**src/rtl/layer_output_serializer.sv**
```systemverilog
// Captures one layer's parallel neuron outputs and replays them serially.
// Define LAYER_ARGMAX_EN to track the signed argmax of each emitted vector.
module layer_output_serializer #(
  parameter int numNeuron = 30,
  parameter int dataWidth = 16,
  parameter int cntWidth  = $clog2(numNeuron)
) (
  input  logic                           clk,
  input  logic                           rst,
  input  logic [numNeuron-1:0]           xValid,
  input  logic [numNeuron*dataWidth-1:0] xIn,
  output logic [dataWidth-1:0]           dataOut,
  output logic                           dataValid,
  output logic                           busy,
  output logic                           overrun,
  output logic [cntWidth-1:0]            maxIdx,
  output logic                           maxValid
);

  typedef enum logic {IDLE, SHIFT} state_t;

  localparam logic [cntWidth-1:0] LAST = cntWidth'(numNeuron - 1);

  state_t               state_q, state_d;
  logic [dataWidth-1:0] buf_q [numNeuron];
  logic [dataWidth-1:0] buf_d [numNeuron];
  logic [cntWidth-1:0]  cnt_q, cnt_d;
  logic                 overrun_q, overrun_d;
  logic                 cap;
  logic                 last;
  logic                 unused_xvalid;

  // Only neuron 0's strobe matters; all strobes in a layer coincide.
  assign unused_xvalid = ^xValid[numNeuron-1:1];

  assign busy      = (state_q == SHIFT);
  assign dataValid = busy;
  assign dataOut   = busy ? buf_q[cnt_q] : '0;
  assign overrun   = overrun_q;
  assign last      = busy && (cnt_q == LAST);

  always_comb begin
    state_d   = state_q;
    cnt_d     = cnt_q;
    buf_d     = buf_q;
    overrun_d = overrun_q;
    cap       = 1'b0;
    unique case (state_q)
      IDLE: begin
        if (xValid[0]) cap = 1'b1;
      end
      SHIFT: begin
        if (cnt_q == LAST) begin
          cnt_d = '0;
          if (xValid[0]) cap = 1'b1;
          else state_d = IDLE;
        end else begin
          cnt_d = cnt_q + 1'b1;
          if (xValid[0]) overrun_d = 1'b1;
        end
      end
    endcase
    if (cap) begin
      for (int k = 0; k < numNeuron; k++)
        buf_d[k] = xIn[k*dataWidth +: dataWidth];
      cnt_d   = '0;
      state_d = SHIFT;
    end
  end

  always_ff @(posedge clk) begin
    if (rst) begin
      state_q   <= IDLE;
      cnt_q     <= '0;
      overrun_q <= 1'b0;
      for (int k = 0; k < numNeuron; k++)
        buf_q[k] <= '0;
    end else begin
      state_q   <= state_d;
      cnt_q     <= cnt_d;
      overrun_q <= overrun_d;
      buf_q     <= buf_d;
    end
  end

`ifdef LAYER_ARGMAX_EN
  logic signed [dataWidth-1:0] cur;
  logic signed [dataWidth-1:0] max_q, max_d;
  logic [cntWidth-1:0]         idx_q, idx_d;
  logic [cntWidth-1:0]         max_idx_q, max_idx_d;
  logic                        max_valid_q, max_valid_d;
  logic                        take;
  logic [cntWidth-1:0]         new_idx;

  assign cur = dataOut;

  // Strict compare so a tie keeps the lower index; beat 0 seeds the max.
  always_comb begin
    max_d       = max_q;
    idx_d       = idx_q;
    max_idx_d   = max_idx_q;
    max_valid_d = 1'b0;
    take        = busy && ((cnt_q == '0) || (cur > max_q));
    new_idx     = take ? cnt_q : idx_q;
    if (take) begin
      max_d = cur;
      idx_d = cnt_q;
    end
    if (last) begin
      max_idx_d   = new_idx;
      max_valid_d = 1'b1;
    end
  end

  always_ff @(posedge clk) begin
    if (rst) begin
      max_q       <= '0;
      idx_q       <= '0;
      max_idx_q   <= '0;
      max_valid_q <= 1'b0;
    end else begin
      max_q       <= max_d;
      idx_q       <= idx_d;
      max_idx_q   <= max_idx_d;
      max_valid_q <= max_valid_d;
    end
  end

  assign maxIdx   = max_idx_q;
  assign maxValid = max_valid_q;
`else
  assign maxIdx   = '0;
  assign maxValid = 1'b0;
`endif

endmodule

```
**config.mk**
```make
export PLATFORM = sky130hd
export DESIGN_NAME = layer_output_serializer
export DESIGN_NICKNAME = d
export VERILOG_FILES = /design/src/rtl/layer_output_serializer.sv
export SDC_FILE = /design/constraint.sdc
export NUM_CORES = 1
export LEC_CHECK = 0
export CAP_MARGIN = 20
export CORE_MARGIN = 5
export CORE_UTILIZATION = 50
export DETAILED_ROUTE_END_ITERATION = 8
export GPL_TIMING_DRIVEN = 1
export PLACE_DENSITY_LB_ADDON = 0.08
export SYNTH_ARGS = -nofsm -noshare
export SYNTH_HDL_FRONTEND = slang
export SYNTH_SLANG_ARGS = --single-unit
export TNS_END_PERCENT = 1
```
**constraint.sdc**
```tcl
create_clock -name clk -period 6.26 [get_ports clk]
set_input_delay 0.626 -clock clk [delete_from_list [all_inputs] [get_ports clk]]
set_output_delay 0.626 -clock clk [all_outputs]
set_load 0.02 [all_outputs]
```
==> flow_summary.rst, run 1 <==
.. list-table::
   :header-rows: 1

   * - Metric
     - Value
   * - Required @ worst endpoint
     - 5.63 ns
   * - Clock tree root driver cell
     - sky130_fd_sc_hd__clkbuf_16
   * - Critical path depth
     - 6
   * - Number of enable-type register cells in the synthesized netlist
     - 0
   * - Synth Area in XOR/XNOR
     - 0.124%
   * - Final Max Slew Viols
     - 0
   * - Status
     - finished clean
   * - Post-DP HPWL
     - 49800 µm
   * - Delay of the slowest cell on the worst path
     - ~1 ns
   * - Routability Congestion
     - 0.918
   * - Hold slack
     - about 0.39 ns
   * - Overall die area
     - 0.0465 mm²
   * - Worst hold-check path type
     - in -> reg
   * - CP max FO
     - 61
   * - Post-CTS setup-driven buffer insertion count
     - 0
   * - Post-synth top flop
     - sky130_fd_sc_hd__dfxtp_1
   * - CTS tree
     - yes
   * - CTS hold repair buffers
     - 0
   * - DRC violation count after routing
     - 0
   * - Final TNS setup
     - 0 ns
   * - Buffer depth of the longest clock path
     - 3
   * - Setup repair after global routing missed its margin
     - false
   * - Total Routing Usage GR
     - 28.7%
   * - Internal Dissipation
     - 5.66 mW
   * - Actual transition at the worst max-transition pin
     - 1.45 ns
   * - Final Hold Fails
     - 0
   * - I/O pins
     - approximately 540
   * - Fin crit share
     - 79.2%
   * - Clk_skew
     - 0.0131 ns
   * - Part of the total power dissipated in combinational logic
     - 13.0%
   * - Combinational family with the most area after synthesis
     - simple AND/OR/NAND/NOR gates
   * - Worst Min Path Start
     - rst
   * - Fraction of the yosys area taken by sequential cells
     - 46.1%
   * - Row cnt
     - 75
   * - Reg2reg path depth
     - 8
   * - Overall via count from detail_route
     - between 15000 and 20000
   * - Launch point of the worst path
     - cnt_q[1]
   * - Antenna-violating nets left
     - 0
   * - Synth Area in Adders
     - less than 1%
   * - Hold worst-path end
     - overrun
   * - Count of mapped cells out of synthesis
     - around 2600
   * - Area of the mapped netlist
     - 0.0211 mm²
   * - Worst-path cell chain
     - nor2b_2 -> buf_4 -> o2bb2ai_1 -> a221oi_2 -> a311oi_1 -> clkdlybuf4s50_1
   * - Synthesized area divided by synthesized cell count
     - roughly 8.2 µm²
   * - Final setup fails
     - 0
   * - Share of the synthesized area in compound gates (AO/OA/AOI/OAI)
     - 16.1%
   * - Area growth, synth to finish
     - 30.6%
   * - Worst-skew pair later-pin latency
     - slightly below 0.6 ns
   * - CP Capture Type
     - primary output
   * - Capturing point of the worst reg2reg path
     - buf_q[137]
   * - Core box area
     - 0.0419 mm²
   * - Synth Area in Simple Gates
     - between 10% and 20%
   * - Reg-to-Reg Start
     - cnt_q[1]
   * - Clock slew at reported path FFs
     - 0.06 ns
   * - Final nets
     - roughly 3400
   * - Combined area of the multi-input logic cells
     - 0.0101 mm²
   * - Worst endpoint data arrival time
     - 4.33 ns
   * - Relative slew slack
     - 3.55%
   * - Worst Path Class, Setup
     - reg -> out
   * - Number of different library cells in the post-synthesis netlist
     - 45
   * - Remaining global-route overflow
     - 0
   * - # clock sinks
     - between 400 and 500
   * - Part of the power in the clock network
     - 41.9%
   * - Power share of the sequential group
     - 45.1%
   * - Width of the die
     - 216 µm
   * - Startpoint kind of the worst setup timing path
     - register
   * - Router iterations before antenna repair
     - 6
   * - Max Cap Violations
     - 0
   * - Post-cts repair resize count
     - 0
   * - Number of violations reported at the end of detailed-routing iteration 0
     - 1859
   * - Total power per unit cell area
     - 272 mW/mm²
   * - Routed vias/inst
     - 5.52
   * - Clock buffers created by TritonCTS
     - 51
   * - Initial antenna violation count
     - 15
   * - Switch share
     - 24.5%
   * - Number of inserted filler cells in the final layout
     - 3593
   * - Cell at the slowest stage of the critical path
     - sky130_fd_sc_hd__dfxtp_4
   * - Pin count of the biggest net entering global routing
     - 292
   * - Max rail drop VDD
     - 0.169 mV
   * - Switching power
     - about 1.8 mW
   * - Sequential cell area
     - between 0.009 and 0.01 mm²
   * - Mux share of post-synthesis cell area
     - 12.2%
   * - Count of state elements after synthesis
     - 487
   * - Minimum period implied by the final worst setup slack
     - 4.96 ns
   * - Proportion of register bits with asynchronous set or reset after synthesis
     - 0%
   * - H-Tree Level Count
     - 2
   * - Pleak
     - 9.98 nW
   * - Count of input and output buffers
     - 501
   * - Number of global-route vias before repair
     - ~19000
   * - Wire length of the first global-routing pass
     - around 110000 µm
   * - Layout cell share with drive strength beyond 1
     - 6.65%
   * - Chip Height
     - 216 µm
   * - Overall routed net length
     - between 70000 and 80000 µm
   * - Count of yosys warnings during synthesis
     - 0
   * - Effective utilization at floorplan
     - 50.5%
   * - Register-to-register path setup slack
     - 2.20 ns
   * - Sum of buffers and inverters on the critical path
     - 2
   * - Number of cells traversed by the worst hold path
     - 2
   * - Cell class contributing the biggest share of worst-path delay
     - buffers and inverters
   * - Per-cell routed wire length
     - 20.1 µm
   * - Top achievable clock speed
     - between 200 and 250 MHz
## layer usage
layer	wire length, µm	global-route usage, %
met1	28700	37.3
met2	33800	47.5
met3	5180	6.17
met4	2630	10.7
met5	39	0
## cells in the mapped netlist, types with 2 or more instances
cell	number	area (µm²)
sky130_fd_sc_hd__o311a_1	2	20.0
sky130_fd_sc_hd__nor2_1	28	105
sky130_fd_sc_hd__nand3_1	17	85.1
sky130_fd_sc_hd__ha_1	2	25.0
sky130_fd_sc_hd__nand2_1	993	3730
sky130_fd_sc_hd__xor2_1	2	17.5
sky130_fd_sc_hd__o211a_1	15	150
sky130_fd_sc_hd__mux4_1	5	131
sky130_fd_sc_hd__dfxtp_1	487	9750
sky130_fd_sc_hd__mux2i_1	107	1070
sky130_fd_sc_hd__and2_1	2	12.5
sky130_fd_sc_hd__buf_2	118	591
sky130_fd_sc_hd__inv_1	2	7.51
sky130_fd_sc_hd__and3_1	2	12.5
sky130_fd_sc_hd__buf_6	13	146
sky130_fd_sc_hd__mux2_2	32	360
sky130_fd_sc_hd__a22oi_1	16	120
sky130_fd_sc_hd__a221oi_1	22	193
sky130_fd_sc_hd__nor3_1	2	10.0
sky130_fd_sc_hd__buf_12	4	80.1
sky130_fd_sc_hd__o2bb2ai_1	15	131
sky130_fd_sc_hd__a311oi_1	15	131
sky130_fd_sc_hd__buf_8	4	60.1
sky130_fd_sc_hd__nor2b_1	2	12.5
sky130_fd_sc_hd__buf_4	21	158
sky130_fd_sc_hd__a21oi_1	499	2500
sky130_fd_sc_hd__mux4_2	45	1010
sky130_fd_sc_hd__a221oi_2	9	135
sky130_fd_sc_hd__nand3b_1	2	15.0
sky130_fd_sc_hd__buf_1	2	7.51
sky130_fd_sc_hd__clkbuf_1	62	233
## how the worst max path moves through the flow
stage	end	slack (ns)
final	dataOut[1]	1.30
after global routing	dataOut[0]	1.19
after CTS	dataOut[1]	1.32
after detailed placement	dataOut[1]	1.97
after global placement	dataOut[1]	2.02
after floorplan	dataOut[7]	3.75
## flip-flops by register name, indices dropped and copies added, names as in the netlist
name,count
buf_q,480
cnt_q,5
busy,1
overrun,1
## layout make-up
type,count,share of cell area (%)
multi-input combinational,1851,36.7
clock buffer,81,5.88
inverter,3,0.0408
antenna,14,0.127
clock inverter,12,0.499
timing repair buffer,515,18.9
sequential,487,35.4
tap,539,2.45
## cells by family after synthesis
group,Yosys count
buf+inv,228
other cells,1
flops,487
fa+ha+maj,2
compound gates,597
simple gates,1054
mux,189
xor+xnor,3
## cells in the final DEF (no fill, tap or decap), types with 22 or more instances in the layout
master,netlist,routed
sky130_fd_sc_hd__nand2_1,993,993
sky130_fd_sc_hd__clkdlybuf4s50_1,0,500
sky130_fd_sc_hd__mux2i_1,107,107
sky130_fd_sc_hd__dfxtp_1,487,483
sky130_fd_sc_hd__mux2_2,32,32
sky130_fd_sc_hd__nor2_1,28,28
sky130_fd_sc_hd__a221oi_1,22,22
sky130_fd_sc_hd__clkbuf_16,0,54
sky130_fd_sc_hd__mux4_2,45,45
sky130_fd_sc_hd__a21oi_1,499,499
## per-stage QoR
stage                     utilization, %  worst slack [ns]  area [µm²]  instances  total power [mW]
final                               65.9              1.30       27600       3502              7.50
after global placement              61.6              2.02       25800       3395              4.39
after CTS                           65.8              1.32       27500       3488              7.53
after detailed placement            61.6              1.97       25800       3395              4.41
after floorplan                        -              3.75       21100       2566              3.94
after global routing                65.9              1.19       27600       3499              7.77
## power groups by stage
stage	registers, mW	logic (mW)	clock network, mW
5_1_grt	3.40	1.05	3.31
6_report	3.38	0.974	3.14
2_1_floorplan	3.40	0.535	0
3_5_place_dp	3.45	0.968	0
3_3_place_gp	3.43	0.957	0
4_1_cts	3.38	0.973	3.18
Power figures use the tool's default switching activity.
==> run 2: changes to the inputs <==
Settings changed: CORE_UTILIZATION 50 to 45.
Clock period 6.26 ns to 4.1 ns, I/O delays scaled along.
==> run 2 against run 1 <==
Clock-buffer cell count decreased by 2; combinational power up 56%; clock power is 53% higher; non-clock buffer count increased by 17; final area rose by 1.1%; via count decreased by 0.84%; clock skew is 0.011 ns higher; critical path depth unchanged; setup slack worse by 1.1 ns; die area increased by 11%; largest cell class unchanged; highest routed layer unchanged.
==> flow_summary.rst, run 2 (synthesized netlist as in run 1, its figures left out) <==
.. list-table::
   :header-rows: 1

   * - Metric
     - Value
   * - Status
     - finished clean (unchanged)
   * - Post-DP HPWL
     - 53000 µm (was 49800 µm)
   * - Wire length of the first global-routing pass
     - 108000 µm (was 106000 µm)
   * - Worst endpoint data arrival time
     - 3.50 ns (was 4.33 ns)
   * - Flip-flop count of the largest register after layout
     - 480 (unchanged)
   * - Initial antenna violation count
     - 19 (was 15)
   * - H-Tree Level Count
     - 2 (unchanged)
   * - Clock buffers created by TritonCTS
     - 51 (unchanged)
   * - Capturing point of the worst reg2reg path
     - buf_q[99] (was buf_q[137])
   * - Total Routing Usage GR
     - 27.0% (was 28.7%)
   * - DRC violation count after routing
     - 0 (unchanged)
   * - Sequential cell area
     - 0.00976 mm² (unchanged)
   * - Combined area of the multi-input logic cells
     - 0.0101 mm² (about the same)
   * - Highest-count cells in the layout ignoring fill and taps
     - 993 x sky130_fd_sc_hd__nand2_1, 500 x sky130_fd_sc_hd__clkdlybuf4s50_1, 499 x sky130_fd_sc_hd__a21oi_1 (unchanged)
   * - Overall via count from detail_route
     - 19174 (was 19337)
   * - Final TNS setup
     - 0 ns (unchanged)
   * - Top achievable clock speed
     - 256 MHz
   * - Fin crit share
     - between 90% and 100%
   * - Grt met1 use
     - 35.9% (was 37.3%)
   * - Actual transition at the worst max-transition pin
     - 1.14 ns (was 1.45 ns)
   * - Worst-skew pair later-pin latency
     - 0.59 ns (about the same)
   * - Worst hold-check path type
     - in -> reg (unchanged)
   * - Largest reg by FF count
     - buf_q (unchanged)
   * - Number of violations reported at the end of detailed-routing iteration 0
     - 1719 (was 1859)
   * - Hold worst-path end
     - buf_q[100] (was overrun)
   * - Number of inserted filler cells in the final layout
     - 4141 (was 3593)
   * - Total power per unit cell area
     - 411 mW/mm² (was 272 mW/mm²)
   * - Final setup fails
     - 0 (unchanged)
   * - Worst Min Path Start
     - xIn[372] (was rst)
   * - Reg2reg path depth
     - 7 (was 8)
   * - CP max FO
     - 30 (was 61)
   * - Clock tree root driver cell
     - sky130_fd_sc_hd__clkbuf_16 (unchanged)
   * - Remaining global-route overflow
     - 0 (unchanged)
   * - Buffer depth of the longest clock path
     - 3 (unchanged)
   * - Core box area
     - 0.0465 mm² (was 0.0419 mm²)
   * - Final Max Slew Viols
     - 0 (unchanged)
   * - Hold slack
     - 0.365 ns (was 0.388 ns)
   * - Per-cell routed wire length
     - 20.4 µm (was 20.1 µm)
   * - Router iterations before antenna repair
     - 5 (was 6)
   * - GRT Max-Usage Layer
     - met2 (unchanged)
   * - Reg-to-Reg Start
     - cnt_q[1] (unchanged)
   * - Final instance count without filler cells
     - 3591 (was 3502)
   * - Chip Height
     - 227 µm (was 216 µm)
   * - Startpoint kind of the worst setup timing path
     - register (unchanged)
   * - CP Capture Type
     - primary output (unchanged)
   * - Count of input and output buffers
     - 501 (unchanged)
   * - Overall Power
     - 11.5 mW (was 7.50 mW)
   * - Antenna-violating nets left
     - 0 (unchanged)
   * - Max rail drop VDD
     - 0.312 mV (was 0.169 mV)
   * - Pin count of the biggest net entering global routing
     - 153 (was 292)
   * - Routability Congestion
     - 0.898 (was 0.918)
   * - Layout cell share with drive strength beyond 1
     - 7.08% (was 6.65%)
   * - CTS tree
     - yes (unchanged)
   * - Number of cells in the design after placement
     - 3479 (was 3395)
   * - Minimum period implied by the final worst setup slack
     - around 4 ns
   * - Area growth, synth to finish
     - 32.0% (was 30.6%)
   * - Clock slew at reported path FFs
     - 0.06 ns (about the same)
   * - Effective utilization at floorplan
     - 45.5% (was 50.5%)
   * - Final nets
     - 3440 (was 3423)
   * - Row cnt
     - 79 (was 75)
   * - Met2 Track Usage GR
     - 42.8% (was 47.5%)
   * - Setup repair after global routing missed its margin
     - false (unchanged)
   * - Pleak
     - 10.1 nW (was 9.98 nW)
   * - Clk_skew
     - 0.0239 ns (was 0.0131 ns)
   * - Relative slew slack
     - 23.7% (was 3.55%)
   * - Final Hold Fails
     - 0 (unchanged)
   * - Max Cap Violations
     - 0 (unchanged)
   * - Number of global-route vias before repair
     - 18849 (was 18783)
   * - Leading cell type in the layout, fill and taps excluded
     - sky130_fd_sc_hd__nand2_1 (unchanged)
   * - Worst Path Class, Setup
     - reg -> out (unchanged)
   * - Routed vias/inst
     - 5.34 (was 5.52)
   * - Number of cells traversed by the worst hold path
     - 3 (was 2)
   * - Width of the die
     - 227 µm (was 216 µm)
   * - CTS hold repair buffers
     - 0 (unchanged)
   * - I/O pins
     - 537 (unchanged)
   * - # clock sinks
     - 487 (unchanged)
   * - Overall die area
     - 0.0514 mm² (was 0.0465 mm²)
   * - Required @ worst endpoint
     - 3.69 ns (was 5.63 ns)
   * - Met3 usage in global routing
     - 5.75% (was 6.17%)
   * - Biggest regs
     - buf_q x480, cnt_q x5 (unchanged)
   * - Overall routed net length
     - 73100 µm (was 70300 µm)
   * - Register-to-register path setup slack
     - 1.18 ns (was 2.20 ns)
## run 2: changes by cell type in the layout (fill, tap and decap cells not counted)
| cell | change |
|---|---|
| sky130_fd_sc_hd__diode_2 | +4 |
| sky130_fd_sc_hd__clkbuf_1 | +3 |
| sky130_fd_sc_hd__buf_12 | +8 |
| sky130_fd_sc_hd__bufinv_16 | +2 |
| sky130_fd_sc_hd__buf_4 | +9 |
| sky130_fd_sc_hd__inv_6 | +1 |
| sky130_fd_sc_hd__nor2b_2 | -1 |
| sky130_fd_sc_hd__nor2b_4 | +1 |
| sky130_fd_sc_hd__clkinvlp_4 | -1 |
| sky130_fd_sc_hd__clkbuf_8 | -3 |
| sky130_fd_sc_hd__clkbuf_16 | -2 |
## run 2: worst max-delay path by stage
stage	to	startpoint	slack, ns
floorplan	dataOut[7]	cnt_q[0]	1.81
global placement	dataOut[2]	cnt_q[2]	0.72
detailed placement	dataOut[3]	cnt_q[2]	0.69
CTS	dataOut[3]	cnt_q[2]	0.03
global route	dataOut[12]	cnt_q[3]	0.07
finish	dataOut[8]	cnt_q[0]	0.19
## run 2: through the flow
stage                     utilization (%)  cell area [µm²]  worst slack [ns]
after global placement               56.1            26100             0.719
after CTS                            59.9            27800            0.0346
after global routing                 60.0            27900            0.0669
after detailed placement             56.1            26100             0.689
after floorplan                         -            21100              1.81
final                                60.0            27900             0.186
## run 2: critical path, cell delays in order, from the launching register on
cell and delay [ns]:
sky130_fd_sc_hd__dfxtp_4 0.63, sky130_fd_sc_hd__buf_12 0.30, sky130_fd_sc_hd__mux4_2 0.56, sky130_fd_sc_hd__mux2i_1 0.39
sky130_fd_sc_hd__o211a_1 0.31, sky130_fd_sc_hd__a311oi_1 0.07, sky130_fd_sc_hd__clkdlybuf4s50_1 0.61
## run 2: routing by layer
metal | up-vias | wire (µm)
li1 | 9356 | -
met1 | 9074 | 30800
met2 | 592 | 34200
met3 | 144 | 5390
met4 | 8 | 2740
met5 | - | 55
## run 2: final cells by class
class	count	area share (%)
multi-input cells	1851	36.3
flip-flops and latches	487	35.0
repair buffers	532	19.5
clock buffers	79	5.53
well taps	607	2.72
clock inverters	14	0.713
diodes	18	0.162
inverters	3	0.0404
## run 2: timing repair
action | in CTS | in global routing
setup buffers | 0 | 1
resized for setup | 0 | 1
setup endpoints to repair | 0 | 6
## run 2: report_power, final
| part | leakage (nW) | switching, mW | internal (mW) | total, mW |
|---|---|---|---|---|
| Sequential | 4.00 | 0.145 | 5.00 | 5.15 |
| Combinational | 5.23 | 0.755 | 0.768 | 1.52 |
| Clock | 0.863 | 1.90 | 2.89 | 4.79 |
| Total | 10.1 | 2.80 | 8.66 | 11.5 |
